===== src/rtl/fft_bfly_sequencer.sv =====
// Address/stage sequencer for a 256-point radix-2 FFT: walks 8 stages of 128 butterflies,
// throttles issue by writeback credits and strobes the external twiddle index counter.
module fft_bfly_sequencer #(
  parameter int unsigned MAX_OUTSTANDING = 4
) (
  input  logic       clk,
  input  logic       nrst,
  input  logic       start,
  input  logic       bfly_ready,
  input  logic       wb_ack,
  output logic       bfly_valid,
  output logic [7:0] addr_top,
  output logic [7:0] addr_bot,
  output logic [3:0] stage_count_out,
  output logic       k_enable,
  output logic       k_clear,
  output logic       busy,
  output logic       done
);

  typedef enum logic [2:0] {IDLE, CLEAR, ISSUE, DRAIN, DONE} state_e;

  localparam logic [3:0] MAX_OUT = 4'(MAX_OUTSTANDING);

  state_e     state_q;
  logic [2:0] stage_q;
  logic [6:0] b_q;
  logic [3:0] outst_q, outst_d;
  logic       hs, ack_eff;
  logic [7:0] b_ext, half, top;

  assign bfly_valid      = (state_q == ISSUE) && (outst_q < MAX_OUT);
  assign hs              = bfly_valid && bfly_ready;
  assign k_enable        = hs;
  assign k_clear         = (state_q == CLEAR);
  assign busy            = (state_q != IDLE);
  assign done            = (state_q == DONE);
  assign stage_count_out = {1'b0, stage_q};

  // An ack with nothing in flight (and nothing issuing) is dropped so the credit count never wraps.
  assign ack_eff = wb_ack && ((outst_q != 4'd0) || hs);

  always_comb begin
    outst_d = outst_q;
    if (hs && !ack_eff)      outst_d = outst_q + 4'd1;
    else if (!hs && ack_eff) outst_d = outst_q - 4'd1;
  end

  // Insert a zero bit at position 'stage' of b to get the upper operand; the lower sits half above.
  always_comb begin
    b_ext = {1'b0, b_q};
    half  = 8'd1 << stage_q;
    top   = ((b_ext >> stage_q) << (4'({1'b0, stage_q}) + 4'd1)) | (b_ext & (half - 8'd1));
  end

  assign addr_top = busy ? top : 8'd0;
  assign addr_bot = busy ? (top + half) : 8'd0;

  always_ff @(posedge clk or negedge nrst) begin
    if (!nrst) begin
      state_q <= IDLE;
      stage_q <= 3'd0;
      b_q     <= 7'd0;
      outst_q <= 4'd0;
    end else begin
      outst_q <= outst_d;
      case (state_q)
        IDLE: begin
          if (start) begin
            state_q <= CLEAR;
            stage_q <= 3'd0;
            b_q     <= 7'd0;
          end
        end
        CLEAR: state_q <= ISSUE;
        ISSUE: begin
          if (hs) begin
            b_q <= b_q + 7'd1;
            if (b_q == 7'd127) state_q <= DRAIN;
          end
        end
        DRAIN: begin
          if (outst_d == 4'd0) begin
            if (stage_q == 3'd7) begin
              state_q <= DONE;
            end else begin
              state_q <= CLEAR;
              stage_q <= stage_q + 3'd1;
              b_q     <= 7'd0;
            end
          end
        end
        DONE:    state_q <= IDLE;
        default: state_q <= IDLE;
      endcase
    end
  end

endmodule


===== config.mk =====
export PLATFORM = sky130hd
export DESIGN_NAME = fft_bfly_sequencer
export DESIGN_NICKNAME = d
export VERILOG_FILES = /design/src/rtl/fft_bfly_sequencer.sv
export SDC_FILE = /design/constraint.sdc
export NUM_CORES = 1
export LEC_CHECK = 0
export ABC_AREA = 1
export BUFFER_PORTS_ARGS = -buffer_cell sky130_fd_sc_hd__buf_2
export CORE_ASPECT_RATIO = 0.9
export CORE_MARGIN = 3
export CORE_UTILIZATION = 40
export DETAILED_ROUTE_END_ITERATION = 8
export PLACE_DENSITY_LB_ADDON = 0.1
export SETUP_SLACK_MARGIN = 0.2
export SYNTH_ARGS = -nofsm -noshare
export SYNTH_HDL_FRONTEND = slang
export SYNTH_SLANG_ARGS = --single-unit

===== constraint.sdc =====
create_clock -name clk -period 3.3 [get_ports clk]
set_input_delay 0.495 -clock clk [delete_from_list [all_inputs] [get_ports clk]]
set_output_delay 0.495 -clock clk [all_outputs]
set_load 0.02 [all_outputs]

==> impl_metrics.py <==
metrics = {
    "outcome": {
        "outcome": "finished with violations",
        "violations": "negative setup slack",
    },
    "global_route": {
        "grt_max_degree": 18,
        "antenna_found_initial": 0,
        "grt_pass1_wl_mm": 10.03,
        "overflow": 0,
        "grt_use_total_pct": 19.37,
        "grt_pass1_vias": 2170,
    },
    "critical_path": {
        "startpoint_type": "flop",
        "cp.arrival_ns": 2.96,
        "r2r_start": "outst_q[0]",
        "cp-end-kind": "output pin",
        "r2r_end": "b_q[2]",
        "required_ns": 2.80,
        "r2r_slack_ns": 1.25,
        "reg2regPathDepth": 14,
        "criticalPathCategory": "reg2out",
        "path_max_fanout": 8,
    },
    "cts": {
        "clk_pin_slew_worst_paths_ns": 0.07,
        "tritoncts": "done",
        "htreeDepth": 1,
        "clock_sinks": 17,
        "clock_path_buffers": 2,
        "ctsHoldBuffers": 0,
        "insertion_delay_ns": 0.25,
        "numCtsBuffers": 3,
        "root_buffer": "clkbuf_8",
    },
    "floorplanning": {
        "rows": 24,
        "initial_utilization_pct": 42.89,
        "die_x_um": 83.30,
        "io_pins": 30,
        "core_um2": 5015,
        "dieArea_um2": 6294,
        "die_h_um": 75.57,
    },
    "sta": {
        "rsz0062_at_grt": "true",
        "final_hold_viol_count": 0,
        "timing.final.max_slew_violations": 0,
        "timing.fmax_mhz": 289.1,
        "final.setup.tns_ns": -0.4111,
        "clock_skew_ns": 0.0008261,
        "layout_setup_ws_ns": -0.1586,
        "setup_violations": 3,
        "fin_crit_sh_pct": 104.8,
        "period_minus_slack_ns": 3.459,
    },
    "cells_and_area": {
        "area_growth_pct": 38.80,
        "filler_cell_count": 461,
        "drive_gt1_share_pct": 43.15,
        "n_antenna_cell": 0,
        "fin_nets": 416,
    },
    "synthesis": {
        "synth_common_cells": "nand2_1, inv_1, nand3_1, nor2_1, dfrtp_1",
        "yosysMostFrequentCell": "nand2_1",
        "netlist_area_um2": 2151,
        "async_reset_ff_share_pct": 100.0,
        "syn_nets": 362,
        "synth-edff-count": 0,
        "yosysWarningCount": 0,
        "synth.top_cell.area_share_pct": 19.78,
        "synthFlopType": "dfrtp_1",
        "synthTopCellsByArea": "dfrtp_1, nand2_1, ha_1",
        "synthCells": 341,
        "synth_cell_type_count": 44,
        "yosysTopAreaCell": "dfrtp_1",
        "synth_seq_area_share_pct": 19.78,
        "synth-seq-cells": 17,
        "avgSynthCellArea_um2": 6.307,
    },
    "detailed_routing": {
        "wl_per_cell_um": 13.52,
        "antenna_left": 0,
        "num_vias": 2418,
        "viasPerCell": 5.268,
        "drcViolationCount": 0,
        "firstDrtPassIters": 4,
        "drt-total-wl_mm": 6.207,
        "drt_iter0_markers": 87,
    },
    "placed_design": {
        "io_buffers": 28,
        "post-dp-hpwl_mm": 4.513,
        "gp_congestion": 0.8808,
    },
    "hold_path": {
        "min_path_type": "in2async",
    },
    "flow_run": {
        "cap_viol_max_count": 0,
    },
}
worst max-delay path, stage by stage, from the launching register on:
cell and delay (ns):
dfrtp_2 0.47, buf_6 0.16, nand2_2 0.06, o21ai_2 0.07, o211ai_1 0.25, mux2i_1 0.15
o211ai_1 0.31, nand3_1 0.18, ha_4 0.33, nand2_1 0.09, nor3_2 0.18, nand2_2 0.09
nand3_2 0.08, nand2_2 0.06, nor2_4 0.11, buf_6 0.12
metrics by stage:
stage / worst slack [ns] / hold slack [ns] / cell area, µm² / cells / utilization, %
6_report: -0.1586 / 0.1576 / 2985 / 459 / 59.53
5_1_grt: -0.2830 / 0.1874 / 2985 / 459 / 59.53
4_1_cts: -0.01572 / 0.1728 / 2799 / 452 / 55.81
3_5_place_dp: 0.04337 / 0.4437 / 2516 / 440 / 50.17
3_3_place_gp: 0.07663 / 0.4492 / 2516 / 440 / 50.17
2_1_floorplan: 0.1830 / 0.1994 / 2242 / 341 / -
state kept, by name, indices dropped and copies added, names as in the netlist:
signal   count
b_q          7
outst_q      4
stage_q      3
state_q      3
timing repair:
item	4_1_cts	5_1_grt
setup endpoints to repair	6	7
pin swaps	18	20
setup buffers	8	7
gates resized for setup	39	36
kinds of logic after synthesis:
kind of cell	synth area share [%]
and+or+nand+nor	39.73
AOI/OAI and AO/OA	17.05
muxes	0.4654
buffers and inverters	11.11
DFF	19.78
xor gates and xnor gates	2.386
adders and majority gates	9.308
other	0.1744
final cells by class:
class,instances,area (µm²),area share (%)
flip-flops and latches,17,427.9,14.33
well taps,65,81.33,2.724
repair buffers,61,430.4,14.42
inverters,44,177.7,5.951
multi-input cells,268,1823,61.06
clock buffers,4,45.04,1.509
worst max path at each step:
stage	cells past startpoint	start	slack, ns	endpoint
final	15	stage_q[0]	-0.16	addr_bot[7]
after detailed placement	20	stage_q[0]	0.04	addr_bot[7]
after global placement	22	stage_q[0]	0.08	addr_bot[7]
after CTS	19	stage_q[0]	-0.02	addr_bot[7]
after floorplan	20	stage_q[0]	0.18	addr_bot[7]
after global routing	15	stage_q[0]	-0.28	addr_bot[7]
metal layers:
metal  wire, µm  global-route usage, %  vias to the layer above  share of wire (%)
met5          0                      0                        -                  0
li1           -                      -                     1223                  -
met1       3026                  27.05                     1115                 49
met3        248                  2.811                       10                4.0
met4        111                  4.900                        0                1.8
met2       2821                  31.94                       70                 45
cells in the final DEF, fill, tap and decap left out, drive strengths merged, types with 2 or more instances in the layout:
| master | instances |
|---|---|
| nand2 | 103 |
| buf | 61 |
| inv | 43 |
| nor2 | 34 |
| nand3 | 32 |
| o21ai | 25 |
| dfrtp | 17 |
| a21oi | 17 |
| ha | 16 |
| nor3 | 6 |
| a31oi | 5 |
| nand4 | 4 |
| nand3b | 4 |
| xor2 | 4 |
| clkbuf | 4 |
| or2 | 3 |
| o211ai | 3 |
| o21bai | 2 |
Power is not shown: default switching activity piles up to over one toggle a cycle in this logic, so the estimate is an artifact.
